`config.mk`:
```
export PLATFORM = sky130hd
export DESIGN_NAME = multicycle_control_flat
export DESIGN_NICKNAME = d
export VERILOG_FILES = /design/src/rtl/multicycle_control_if.sv /design/src/rtl/multicycle_control.sv /design/src/flat_wrapper.sv
export SDC_FILE = /design/constraint.sdc
export NUM_CORES = 1
export LEC_CHECK = 0
export CAP_MARGIN = 0
export CORE_UTILIZATION = 54
export DETAILED_ROUTE_END_ITERATION = 7
export PLACE_DENSITY_LB_ADDON = 0.2
export SKIP_LAST_GASP = 1
export SLEW_MARGIN = 5
export SYNTH_ARGS = -nofsm -noshare
export SYNTH_HDL_FRONTEND = slang
export SYNTH_SLANG_ARGS = --single-unit
```
`constraint.sdc`:
```
create_clock -name clock -period 5.96 [get_ports clock]
set_clock_uncertainty 0.05 [all_clocks]
set_input_delay 1.788 -clock clock [delete_from_list [all_inputs] [get_ports clock]]
set_output_delay 1.788 -clock clock [all_outputs]
set_load 0.01 [all_outputs]
```
`src/rtl/multicycle_control_if.sv`:
```
// Bus between the multicycle sequencer and the datapath/memory side.
// Handshake: mem_read / mem_write are requests; once raised they stay
// high and unchanged until a cycle in which mem_ready is also high, and
// that cycle is the one in which the transfer completes.
interface multicycle_control_if #(
    parameter int CNT_W = 16
);
    logic [3:0]       opcode;
    logic             mem_ready;
    logic             pc_write;
    logic             pc_write_cond;
    logic             ir_write;
    logic             mem_read;
    logic             mem_write;
    logic             iord;
    logic             reg_write;
    logic             reg_dst;
    logic             mem_to_reg;
    logic             alu_src_a;
    logic [1:0]       alu_src_b;
    logic [1:0]       alu_op;
    logic [1:0]       pc_source;
    logic [3:0]       state;
    logic [CNT_W-1:0] instr_count;
    logic             error;
    logic             trap;

    // Sequencer side
    modport master (
        input  opcode, mem_ready,
        output pc_write, pc_write_cond, ir_write, mem_read, mem_write, iord,
               reg_write, reg_dst, mem_to_reg, alu_src_a, alu_src_b, alu_op,
               pc_source, state, instr_count, error, trap
    );

    // Datapath / memory side
    modport slave (
        output opcode, mem_ready,
        input  pc_write, pc_write_cond, ir_write, mem_read, mem_write, iord,
               reg_write, reg_dst, mem_to_reg, alu_src_a, alu_src_b, alu_op,
               pc_source, state, instr_count, error, trap
    );
endinterface

```
`src/rtl/multicycle_control.sv`:
```
// Multicycle sequencer for the 16-bit processor: FETCH/DECODE/EXECUTE/MEM/WB
// over one shared memory port and one ALU, with memory-timeout detection
// and a retired-instruction counter.
// Build option: define ILLEGAL_TRAP_EN to send opcodes 0101..1111 to a
// sticky TRAP state; otherwise they execute as R-type and trap stays 0.
module multicycle_control #(
    parameter int MEM_WAIT_MAX = 15,
    parameter int CNT_W        = 16
) (
    input  logic                 clock,
    input  logic                 reset_n,
    multicycle_control_if.master bus
);
    localparam logic [7:0] WAIT_LIMIT = 8'(MEM_WAIT_MAX);

    typedef enum logic [3:0] {
        S_IDLE   = 4'd0,
        S_FETCH  = 4'd1,
        S_DECODE = 4'd2,
        S_ADDR   = 4'd3,
        S_MEM_RD = 4'd4,
        S_MEM_WR = 4'd5,
        S_WB_MEM = 4'd6,
        S_EXEC_R = 4'd7,
        S_WB_R   = 4'd8,
        S_BRANCH = 4'd9,
        S_JUMP   = 4'd10,
        S_ERROR  = 4'd11
`ifdef ILLEGAL_TRAP_EN
        , S_TRAP = 4'd12
`endif
    } state_t;

    // Registered control word; 'fetch' marks the FETCH state so ir_write and
    // the PC increment can follow mem_ready within the same cycle.
    typedef struct packed {
        logic       pc_write;
        logic       pc_write_cond;
        logic       fetch;
        logic       mem_read;
        logic       mem_write;
        logic       iord;
        logic       reg_write;
        logic       reg_dst;
        logic       mem_to_reg;
        logic       alu_src_a;
        logic [1:0] alu_src_b;
        logic [1:0] alu_op;
        logic [1:0] pc_source;
        logic       error;
`ifdef ILLEGAL_TRAP_EN
        logic       trap;
`endif
    } ctl_t;

    state_t           state_q;
    state_t           next_state;
    ctl_t             ctl_q;
    logic [7:0]       wait_cnt;
    logic [CNT_W-1:0] instr_cnt;
    logic             wait_hit;
    logic             retire;

    // Control word for the state being entered
    function automatic ctl_t decode(input state_t s);
        ctl_t c;
        c = '0;
        case (s)
            S_FETCH:  begin c.fetch = 1'b1; c.mem_read = 1'b1; c.alu_src_b = 2'b01; end
            S_DECODE: c.alu_src_b = 2'b11;
            S_ADDR:   begin c.alu_src_a = 1'b1; c.alu_src_b = 2'b10; end
            S_MEM_RD: begin c.mem_read = 1'b1; c.iord = 1'b1; end
            S_MEM_WR: begin c.mem_write = 1'b1; c.iord = 1'b1; end
            S_WB_MEM: begin c.reg_write = 1'b1; c.mem_to_reg = 1'b1; end
            S_EXEC_R: begin c.alu_src_a = 1'b1; c.alu_op = 2'b10; end
            S_WB_R:   begin c.reg_write = 1'b1; c.reg_dst = 1'b1; end
            S_BRANCH: begin
                c.alu_src_a     = 1'b1;
                c.alu_op        = 2'b01;
                c.pc_write_cond = 1'b1;
                c.pc_source     = 2'b01;
            end
            S_JUMP:   begin c.pc_write = 1'b1; c.pc_source = 2'b10; c.alu_op = 2'b11; end
            S_ERROR:  c.error = 1'b1;
`ifdef ILLEGAL_TRAP_EN
            S_TRAP:   c.trap = 1'b1;
`endif
            default:  ;
        endcase
        return c;
    endfunction

    assign wait_hit = (wait_cnt == WAIT_LIMIT);
    assign retire   = (state_q == S_WB_MEM) || (state_q == S_WB_R) ||
                      (state_q == S_BRANCH) || (state_q == S_JUMP) ||
                      ((state_q == S_MEM_WR) && bus.mem_ready);

    // Next-state selection; a ready memory beats a timeout on the limit cycle
    always_comb begin
        next_state = state_q;
        case (state_q)
            S_IDLE:   next_state = S_FETCH;
            S_FETCH:  begin
                if (bus.mem_ready)  next_state = S_DECODE;
                else if (wait_hit)  next_state = S_ERROR;
            end
            S_DECODE: begin
                case (bus.opcode)
                    4'b0000: next_state = S_JUMP;
                    4'b0001: next_state = S_EXEC_R;
                    4'b0010,
                    4'b0011: next_state = S_ADDR;
                    4'b0100: next_state = S_BRANCH;
                    default: begin
`ifdef ILLEGAL_TRAP_EN
                        next_state = S_TRAP;
`else
                        next_state = S_EXEC_R;
`endif
                    end
                endcase
            end
            S_ADDR:   next_state = (bus.opcode == 4'b0011) ? S_MEM_WR : S_MEM_RD;
            S_MEM_RD: begin
                if (bus.mem_ready)  next_state = S_WB_MEM;
                else if (wait_hit)  next_state = S_ERROR;
            end
            S_MEM_WR: begin
                if (bus.mem_ready)  next_state = S_FETCH;
                else if (wait_hit)  next_state = S_ERROR;
            end
            S_WB_MEM: next_state = S_FETCH;
            S_EXEC_R: next_state = S_WB_R;
            S_WB_R:   next_state = S_FETCH;
            S_BRANCH: next_state = S_FETCH;
            S_JUMP:   next_state = S_FETCH;
            S_ERROR:  next_state = S_ERROR;
`ifdef ILLEGAL_TRAP_EN
            S_TRAP:   next_state = S_TRAP;
`endif
            default:  next_state = S_IDLE;
        endcase
    end

    // State, registered controls, wait counter and retire counter
    always_ff @(posedge clock or negedge reset_n) begin
        if (!reset_n) begin
            state_q   <= S_IDLE;
            ctl_q     <= '0;
            wait_cnt  <= 8'd0;
            instr_cnt <= '0;
        end else begin
            state_q <= next_state;
            ctl_q   <= decode(next_state);
            if ((next_state != state_q) &&
                ((next_state == S_FETCH) || (next_state == S_MEM_RD) || (next_state == S_MEM_WR)))
                wait_cnt <= 8'd0;
            else if (((state_q == S_FETCH) || (state_q == S_MEM_RD) || (state_q == S_MEM_WR)) &&
                     !bus.mem_ready)
                wait_cnt <= wait_cnt + 8'd1;
            if (retire)
                instr_cnt <= instr_cnt + CNT_W'(1);
        end
    end

    assign bus.pc_write      = ctl_q.pc_write | (ctl_q.fetch & bus.mem_ready);
    assign bus.ir_write      = ctl_q.fetch & bus.mem_ready;
    assign bus.pc_write_cond = ctl_q.pc_write_cond;
    assign bus.mem_read      = ctl_q.mem_read;
    assign bus.mem_write     = ctl_q.mem_write;
    assign bus.iord          = ctl_q.iord;
    assign bus.reg_write     = ctl_q.reg_write;
    assign bus.reg_dst       = ctl_q.reg_dst;
    assign bus.mem_to_reg    = ctl_q.mem_to_reg;
    assign bus.alu_src_a     = ctl_q.alu_src_a;
    assign bus.alu_src_b     = ctl_q.alu_src_b;
    assign bus.alu_op        = ctl_q.alu_op;
    assign bus.pc_source     = ctl_q.pc_source;
    assign bus.error         = ctl_q.error;
    assign bus.state         = state_q;
    assign bus.instr_count   = instr_cnt;
`ifdef ILLEGAL_TRAP_EN
    assign bus.trap          = ctl_q.trap;
`else
    assign bus.trap          = 1'b0;
`endif
endmodule

```
`src/flat_wrapper.sv`:
```
// flat-port wrapper written by rule: the top's interface ports become plain ports
module multicycle_control_flat 
#(
    parameter int MEM_WAIT_MAX = 15,
    parameter int CNT_W        = 16
)
  (clock, reset_n, bus_opcode, bus_mem_ready, bus_pc_write, bus_pc_write_cond, bus_ir_write, bus_mem_read, bus_mem_write, bus_iord, bus_reg_write, bus_reg_dst, bus_mem_to_reg, bus_alu_src_a, bus_alu_src_b, bus_alu_op, bus_pc_source, bus_state, bus_instr_count, bus_error, bus_trap);
  multicycle_control_if #(.CNT_W(CNT_W)) bus_i ();
  input  logic clock;
  input  logic reset_n;
  input wire logic [$bits(bus_i.opcode)-1:0] bus_opcode;
  input wire logic [$bits(bus_i.mem_ready)-1:0] bus_mem_ready;
  output wire logic [$bits(bus_i.pc_write)-1:0] bus_pc_write;
  output wire logic [$bits(bus_i.pc_write_cond)-1:0] bus_pc_write_cond;
  output wire logic [$bits(bus_i.ir_write)-1:0] bus_ir_write;
  output wire logic [$bits(bus_i.mem_read)-1:0] bus_mem_read;
  output wire logic [$bits(bus_i.mem_write)-1:0] bus_mem_write;
  output wire logic [$bits(bus_i.iord)-1:0] bus_iord;
  output wire logic [$bits(bus_i.reg_write)-1:0] bus_reg_write;
  output wire logic [$bits(bus_i.reg_dst)-1:0] bus_reg_dst;
  output wire logic [$bits(bus_i.mem_to_reg)-1:0] bus_mem_to_reg;
  output wire logic [$bits(bus_i.alu_src_a)-1:0] bus_alu_src_a;
  output wire logic [$bits(bus_i.alu_src_b)-1:0] bus_alu_src_b;
  output wire logic [$bits(bus_i.alu_op)-1:0] bus_alu_op;
  output wire logic [$bits(bus_i.pc_source)-1:0] bus_pc_source;
  output wire logic [$bits(bus_i.state)-1:0] bus_state;
  output wire logic [$bits(bus_i.instr_count)-1:0] bus_instr_count;
  output wire logic [$bits(bus_i.error)-1:0] bus_error;
  output wire logic [$bits(bus_i.trap)-1:0] bus_trap;
  assign bus_i.opcode = bus_opcode;
  assign bus_i.mem_ready = bus_mem_ready;
  assign bus_pc_write = bus_i.pc_write;
  assign bus_pc_write_cond = bus_i.pc_write_cond;
  assign bus_ir_write = bus_i.ir_write;
  assign bus_mem_read = bus_i.mem_read;
  assign bus_mem_write = bus_i.mem_write;
  assign bus_iord = bus_i.iord;
  assign bus_reg_write = bus_i.reg_write;
  assign bus_reg_dst = bus_i.reg_dst;
  assign bus_mem_to_reg = bus_i.mem_to_reg;
  assign bus_alu_src_a = bus_i.alu_src_a;
  assign bus_alu_src_b = bus_i.alu_src_b;
  assign bus_alu_op = bus_i.alu_op;
  assign bus_pc_source = bus_i.pc_source;
  assign bus_state = bus_i.state;
  assign bus_instr_count = bus_i.instr_count;
  assign bus_error = bus_i.error;
  assign bus_trap = bus_i.trap;
  multicycle_control #(.MEM_WAIT_MAX(MEM_WAIT_MAX), .CNT_W(CNT_W)) u_core (.clock(clock), .reset_n(reset_n), .bus(bus_i));
endmodule
```
* After elaboration in Yosys (flattened, before gate mapping) *
Index checks and enable logic that the tools add are counted.

word-level totals
  output and inout port bits = 38
  register bits = 45
  word-level logic and storage cells = 92
  input port bits = 7

operators by class
  equal/unequal tests = 27
  bitwise operators = 2
  mux-type cells = 23
  add/subtract/negate cells = 2
  reduce and logical (&&, ||, !) cells = 21

operators with widths
  operator                 number
  $eq A4 B3 Y1 const B     9
  $eq A4 B4 Y1 const B     8
  $pmux W4 S8              1
  $eq A4 B2 Y1 const B     6
  $add A16 B1 Y16 const B  1
  $mux W4                  4
  $mux W8                  2
  $mux W1                  12
  $pmux W2 S3              2
  $pmux W4 S3              1
  $add A8 B1 Y8 const B    1
  $eq A4 B1 Y1 const B     2
  $eq A8 B4 Y1 const B     1
  $logic_not A4 Y1         2
  $logic_or A1 B1 Y1       8
  $reduce_or A2 Y1         4
  $reduce_or A5 Y1         1
  $ne A4 B4 Y1             1
  $pmux W2 S2              1
  $logic_and A1 B1 Y1      3
  $reduce_or A3 Y1         1
  $reduce_bool A2 Y1       1
  $and A1 B1 Y1            1
  $logic_not A1 Y1         1
  $or A1 B1 Y1             1

* Longest topological paths before layout *
Gate-level depths: netlist of the first run.

  depth after elaboration = 9
  mapped depth = 9
  gate-level depth less buffers = 8

* Worst setup path after synthesis of the first run *
Ideal clock, no wire load.

  path type = input-to-output
  from = input port bus_mem_ready
  to = output port bus_pc_write
  setup slack = 1.676 ns
  stages on the path = 3
  path buffers = 1
  data arrival time = 2.446 ns
  required time = 4.122 ns
  cells stage by stage = clkbuf_1 > and2_1 > or2_2

on the way
  cells in the longest elaborated chain, start to end = 2

RTL lines
  item                RTL line                   RTL
  start: declaration  flat_wrapper.sv:12         input wire logic [$bits(bus_i.mem_ready)-1:0] bus_mem_ready;
  $and A1 B1 Y1       n/a
  net bus_ir_write    flat_wrapper.sv:15         output wire logic [$bits(bus_i.ir_write)-1:0] bus_ir_write;
  $or A1 B1 Y1        multicycle_control.sv:166  assign bus.pc_write = ctl_q.pc_write | (ctl_q.fetch & bus.mem_ready);
  end: declaration    flat_wrapper.sv:13         output wire logic [$bits(bus_i.pc_write)-1:0] bus_pc_write;

The timed path passes the listed nets, and every way through them passes these cells.

* Final worst setup path of the first run *
  from = input port bus_mem_ready
  to = output port bus_pc_write

on the way
  cells in the longest elaborated chain, start to end = 2

RTL lines
  item           RTL line
  $and A1 B1 Y1  multicycle_control.sv:166
  $or A1 B1 Y1   multicycle_control.sv:166

No other way between the ends.

==> results of run 1 <==
-- logic make-up (layout without fill, tap and decap cells) --
family,count (synthesis),after routing,synth area share (%)
AO/OA/AOI/OAI,27,27,9.995
XOR/XNOR,24,24,9.762
adder cells (fa/ha/maj),2,2,1.162
buffers and inverters,20,56,5.869
flip-flops,43,43,49.97
multiplexers,4,4,2.034
other,1,1,0.1742
AND/OR/NAND/NOR,85,85,21.03
-- metrics by stage --
| stage | area (um2) | hold WS (ns) | utilization (%) | cells | total power, mW |
|---|---|---|---|---|---|
| after CTS | 2625 | 0.4245 | 70.12 | 290 | 1.152 |
| after global placement | 2531 | 0.4054 | 67.61 | 282 | 0.9586 |
| after floorplan | 2153 | 0.4539 | - | 206 | 0.8098 |
| after detailed placement | 2531 | 0.4107 | 67.61 | 282 | 0.9645 |
| after global routing | 2625 | 0.4451 | 70.12 | 290 | 1.234 |
| final | 2625 | 0.4159 | 70.12 | 290 | 1.149 |
-- power by group --
| group | internal (mW) | leakage, nW | total, mW | switching (mW) |
|---|---|---|---|---|
| Sequential | 0.356 | 0.578 | 0.435 | 0.0787 |
| Clock | 0.0837 | 0.0443 | 0.184 | 0.100 |
| Combinational | 0.253 | 0.566 | 0.531 | 0.277 |
| Total | 0.693 | 1.19 | 1.15 | 0.456 |
-- cells in the mapped netlist (2+ instances only) --
cell | n | area (um2)
nand2_1 | 12 | 45.04
clkbuf_1 | 3 | 11.26
nand2b_1 | 3 | 18.77
nor2_1 | 18 | 67.56
nor2b_1 | 3 | 18.77
or3_1 | 3 | 18.77
mux2_2 | 3 | 33.78
nand4_1 | 5 | 31.28
ha_1 | 2 | 25.02
dfrtp_1 | 43 | 1076
a21oi_1 | 9 | 45.04
nor4b_1 | 2 | 17.52
nor4_1 | 2 | 12.51
buf_4 | 7 | 52.55
o21ai_0 | 2 | 10.01
nor3_1 | 7 | 35.03
and3_1 | 8 | 50.05
or2b_1 | 2 | 15.01
and2_1 | 2 | 12.51
xnor2_1 | 11 | 96.34
buf_2 | 2 | 10.01
inv_1 | 5 | 18.77
or2_2 | 4 | 25.02
xor2_1 | 13 | 113.9
nand3_1 | 10 | 50.05
buf_6 | 3 | 33.78
-- final cells by class --
type	instances	area [um2]
tap	48	60.06
clock inverter	3	25.02
multi-input combinational	143	950.9
fill	304	1119
clock buffer	5	68.82
timing repair buffer	43	425.4
sequential	43	1076
inverter	5	18.77
-- metal layers --
layer / GRT usage, % / vias up
li1: - / 784
met5: 0 / -
met2: 33.07 / 60
met3: 5.382 / 6
met1: 29.28 / 775
met4: 6.522 / 0
-- worst max path at each step --
stage | depth (start not counted) | to | slack [ns]
floorplan | 3 | bus_pc_write | 1.68
detailed placement | 4 | bus_pc_write | 0.76
CTS | 4 | bus_pc_write | 0.76
global route | 4 | bus_pc_write | 0.68
global placement | 4 | bus_pc_write | 0.79
finish | 4 | bus_pc_write | 0.75
==> run summary, run 1 <==
Outcome: complete, no violations
Area Growth Syn to Fin: 21.91%
Yosys reg bits: 43
CTS hold repair buffers: 0
Clock buffer depth: 2
DR DRC count: 0
Critical path's most frequent cell: clkdlybuf4s50_1
Worst Path Max Fanout: 11
Setup tns final: 0 ns
Die Span X: 65.15 um
Placer congestion estimate: 0.9123
Critical path buffer and inverter count: 2
First DRT Iteration DRCs: 101
Max Slew Vio Count: 0
Die area: 0.004244 mm2
Crit path kind: primary input to primary output
Critical-path top delay cell: clkdlybuf4s50_1
Setup crit start: bus_mem_ready
Post-Synthesis Cells: 206
Nets: 250
R2R Setup Slk: 3.31 ns
CTS sink cnt: 43
Tcrit/Tclk final: 87.47%
Worst Setup End Kind: primary output
CTS Buf Count: 5
Most frequent cells in the layout: 43 x dfrtp_1, 42 x clkdlybuf4s50_1, 18 x nor2_1
DP HPWL: 2830 um
Most common cell after layout, fill and taps aside: dfrtp_1
Cell Rows: 22
Hold_sp: u_core.bus.instr_count[15]
Highest cell delay on the worst timing path: 0.60 ns
Warnings from Yosys: 0
Final WS setup: 0.7471 ns
Setup Slack @ Placement: 0.7601 ns
Routed WL per cell: 13.86 um
Hold Fails Final Rpt: 0
Vias in the first global route: 1474
Worst reg2reg startpoint: u_core.wait_cnt[5]
First drt pass iteration count: 4
Pwr dens: 437.7 mW/mm2
Worst-Skew Late Latency: 0.29 ns
Initial antenna violation count: 0
CTS tree: built
GR Util All Layers: 21.24%
Post-CTS setup repair buffer count: 0
Port-buffer cells: 43
Relative max-transition margin: 40.15%
Ant diodes: 0
Largest net degree at the start of global routing: 44
First-pass GRT wire length: 6810 um
Final Critical Period: 5.213 ns
Metal1 wirelength: 1904 um
Vias per inst: 5.603
Worst min-delay path category: flop to flop
Hold path endpoint: u_core.bus.instr_count[15]
Hold depth: 1
Yosys cell types: 48
IO Count: 45
Peak supply drop: 0.2897 mV
Async S/R FF share, synth: 100.0%
Overall routed net length: 4019 um
Seq/Total Area, Yosys: 49.97%
Core area: 0.003744 mm2
R2R depth: 6
RSZ-0062 raised after global routing: false
Top sig layer: met4
Clock Pin Slew Worst Setup and Hold Paths: 0.09 ns
Met3 Routed Length: 210 um
Fmax: 191.8 MHz
Cts repair resizes: 0
Ys flop type: dfrtp_1
Root Buffer Master: clkbuf_8
Die height: 65.15 um
Gr ovfl total: 0
Worst endpoint data arrival time: 3.37 ns
Final setup fails: 0
Crit-path cells: clkdlybuf4s50_1, and2_1, or2_2, clkdlybuf4s50_1
Lkg Pwr: 1.189 nW
Syn nets: 215
Least-Margin Pin Slew: 0.8978 ns
Met2 WL: 1869 um
Initial Util: 57.52%
Post-synth EDFFs: 0
Top Family by Delay on Critical Path: buffers and inverters
Critical R2R Capture: u_core.wait_cnt[6]
Post-Syn Area per Cell: 10.45 um2
Routed Antenna Nets: 0
Vias: 1625
Share of cells above drive strength 1: 8.264%
Worst setup SP type: primary input
Synth Cell Area: 0.002153 mm2
Critical Path RT: 4.12 ns
Largest register FFs: 16
Max_cap viols: 0
H-tree levels: 2
No activity file was read; power rests on OpenSTA's default activity.
==> run 2: changes to the inputs <==
--- a/config.mk
+++ b/config.mk
@@ -7,6 +7,7 @@
 export LEC_CHECK = 0
 export CAP_MARGIN = 0
 export CORE_UTILIZATION = 54
+export CTS_CLUSTER_SIZE = 20
 export DETAILED_ROUTE_END_ITERATION = 7
 export PLACE_DENSITY_LB_ADDON = 0.2
 export SKIP_LAST_GASP = 1
==> results of run 2 <==
The final DEF is identical to that of run 1; final timing and power are the same.
==> run 3: changes to the inputs <==
--- a/config.mk
+++ b/config.mk
@@ -6,7 +6,7 @@
 export NUM_CORES = 1
 export LEC_CHECK = 0
 export CAP_MARGIN = 0
-export CORE_UTILIZATION = 54
+export CORE_UTILIZATION = 51
 export CTS_CLUSTER_SIZE = 20
 export DETAILED_ROUTE_END_ITERATION = 7
 export PLACE_DENSITY_LB_ADDON = 0.2
==> constraint.sdc (replaced) <==
create_clock -name clock -period 4.9 [get_ports clock]
set_clock_uncertainty 0.05 [all_clocks]
set_input_delay 1.47 -clock clock [delete_from_list [all_inputs] [get_ports clock]]
set_output_delay 1.47 -clock clock [all_outputs]
set_load 0.01 [all_outputs]
==> run 3 against run 2 <==
Net effect:
- final cell count up 1.4%
- global-route usage up 0.21 points
- hold slack better by 0.021 ns
- first-iteration DRC count down 24%
- register-to-register slack worse by 0.93 ns
- sequential share of layout area down 0.43 points
- cell area up 1.0%
- flip-flop and latch count unchanged
- critical path depth unchanged
- critical endpoint unchanged
- largest cell class unchanged
- largest power group unchanged
==> run summary, run 3 (synthesis gave the netlist of run 1 again) <==
Clock Pin Slew Worst Setup and Hold Paths: 0.08 ns (was 0.09 ns)
DR DRC count: 0 (unchanged)
Most frequent cells in the layout: 43 x dfrtp_1, 42 x clkdlybuf4s50_1, 18 x nor2_1 (unchanged)
Final instance area: 0.002653 mm2 (was 0.002625 mm2)
Worst reg2reg startpoint: u_core.bus.state[3] (was u_core.wait_cnt[5])
Pwr dens: 544.5 mW/mm2 (was 437.7 mW/mm2)
Worst min-delay path category: flop to flop (unchanged)
CTS tree: built (unchanged)
Placer congestion estimate: 0.9274 (was 0.9123)
Max Slew Vio Count: 0 (unchanged)
Clock buffer depth: 2 (unchanged)
H-tree levels: 2 (unchanged)
Final Power: 1.444 mW (was 1.149 mW)
First drt pass iteration count: 4 (unchanged)
Initial antenna violation count: 0 (unchanged)
Least-Margin Pin Slew: 0.9274 ns (was 0.8978 ns)
Final setup fails: 0 (unchanged)
GR Util All Layers: 21.45% (was 21.24%)
RSZ-0062 raised after global routing: false (unchanged)
Dpl cell area: 0.002549 mm2 (was 0.002531 mm2)
Routed Antenna Nets: 0 (unchanged)
Max_cap viols: 0 (unchanged)
Fmax: 230.4 MHz
IO Count: 45 (unchanged)
CTS hold repair buffers: 0 (unchanged)
Vias in the first global route: 1491 (was 1474)
CTS sink cnt: 43 (unchanged)
Outcome: complete, no violations (unchanged)
Most common cell after layout, fill and taps aside: dfrtp_1 (unchanged)
Initial Util: 53.45% (was 57.52%)
Tcrit/Tclk final: 88.57%
Core area: 0.004029 mm2 (was 0.003744 mm2)
Lkg Pwr: 1.205 nW (was 1.189 nW)
Hold Fails Final Rpt: 0 (unchanged)
Nets: 252 (was 250)
Setup crit start: bus_mem_ready (unchanged)
Relative max-transition margin: 38.17% (was 40.15%)
Critical Path RT: 3.38 ns (was 4.12 ns)
Die height: 66.98 um (was 65.15 um)
Ant diodes: 0 (unchanged)
DP HPWL: 2915 um (was 2830 um)
First-pass GRT wire length: 7003 um (was 6810 um)
Final WS setup: 0.5599 ns (was 0.7471 ns)
Setup Slack @ Placement: 0.5516 ns (was 0.7601 ns)
Largest register FFs: 16 (unchanged)
Worst Setup End Kind: primary output (unchanged)
Peak supply drop: 0.3020 mV (was 0.2897 mV)
Overall routed net length: 4230 um (was 4019 um)
Vias per inst: 5.469 (was 5.603)
Cts repair resizes: 0 (unchanged)
Hold Worst Slack: 0.4368 ns (was 0.4159 ns)
Root Buffer Master: clkbuf_8 (unchanged)
Crit path kind: primary input to primary output (unchanged)
Cell Rows: 23 (was 22)
First DRT Iteration DRCs: 77 (was 101)
Final Critical Period: 4.340 ns
Worst endpoint data arrival time: 2.82 ns (was 3.37 ns)
Hold_sp: u_core.bus.instr_count[15] (unchanged)
Worst setup SP type: primary input (unchanged)
Gr ovfl total: 0 (unchanged)
Die Span X: 66.98 um (was 65.15 um)
Vias: 1608 (was 1625)
Share of cells above drive strength 1: 9.016% (was 8.264%)
Routed WL per cell: 14.39 um (was 13.86 um)
CTS Buf Count: 5 (unchanged)
Port-buffer cells: 43 (unchanged)
Worst-Skew Late Latency: 0.30 ns (was 0.29 ns)
Area Growth Syn to Fin: 23.18% (was 21.91%)
Setup tns final: 0 ns (unchanged)
Worst Path Max Fanout: 2 (was 11)
Die area: 0.004486 mm2 (was 0.004244 mm2)
Post-CTS setup repair buffer count: 0 (unchanged)
Largest net degree at the start of global routing: 44 (unchanged)
[run 3: cell count changes in the layout (fill, tap and decap cells not counted), sizes merged]
cell | before | now
clkbuf | 5 | 7
clkinv | 2 | 0
buf | 1 | 3
[run 3: where the power goes]
group / internal [mW] / switching, mW
registers: 0.433 / 0.0981
clock network: 0.128 / 0.119
logic: 0.321 / 0.345
total: 0.882 / 0.562
[run 3: final timing paths]
check,slack (ns),endpoint,cells after the start
worst min-delay path,0.44,u_core.bus.instr_count[15],1
min in group asynchronous,1.25,u_core.bus.alu_src_a,1
worst max-delay path,0.56,bus_pc_write,4
max in group asynchronous,2.96,u_core.wait_cnt[4],1
worst max register to register,2.38,u_core.bus.mem_read,6
worst min register to register,0.44,u_core.bus.instr_count[15],1
[run 3: area by class of cell]
| type | instances | area (um2) |
|---|---|---|
| Inverter | 5 | 18.77 |
| Fill cell | 336 | 1376 |
| Timing Repair Buffer | 45 | 440.4 |
| Clock buffer | 7 | 96.34 |
| Tap cell | 50 | 62.56 |
| Sequential cell | 43 | 1076 |
| Clock inverter | 1 | 7.507 |
| Multi-Input combinational cell | 143 | 950.9 |
[run 3: per-layer routing]
layer	up-vias	global-route usage, %	share of wire (%)
met4	0	9.840	1.8
met2	44	30.93	46
met5	-	0	0
met3	10	6.678	5.1
li1	785	-	-
met1	769	29.07	47
[run 3: critical path: stages]
cell	delay (ns)
clkdlybuf4s50_1	0.45
and2_1	0.16
or2_2	0.26
clkdlybuf4s50_1	0.47
[run 3: through the flow]
| step | std cells | util (%) |
|---|---|---|
| final | 294 | 65.84 |
| after floorplan | 206 | - |
| after CTS | 294 | 65.84 |
| after global placement | 286 | 63.26 |
| after global routing | 294 | 65.84 |
| after detailed placement | 286 | 63.26 |
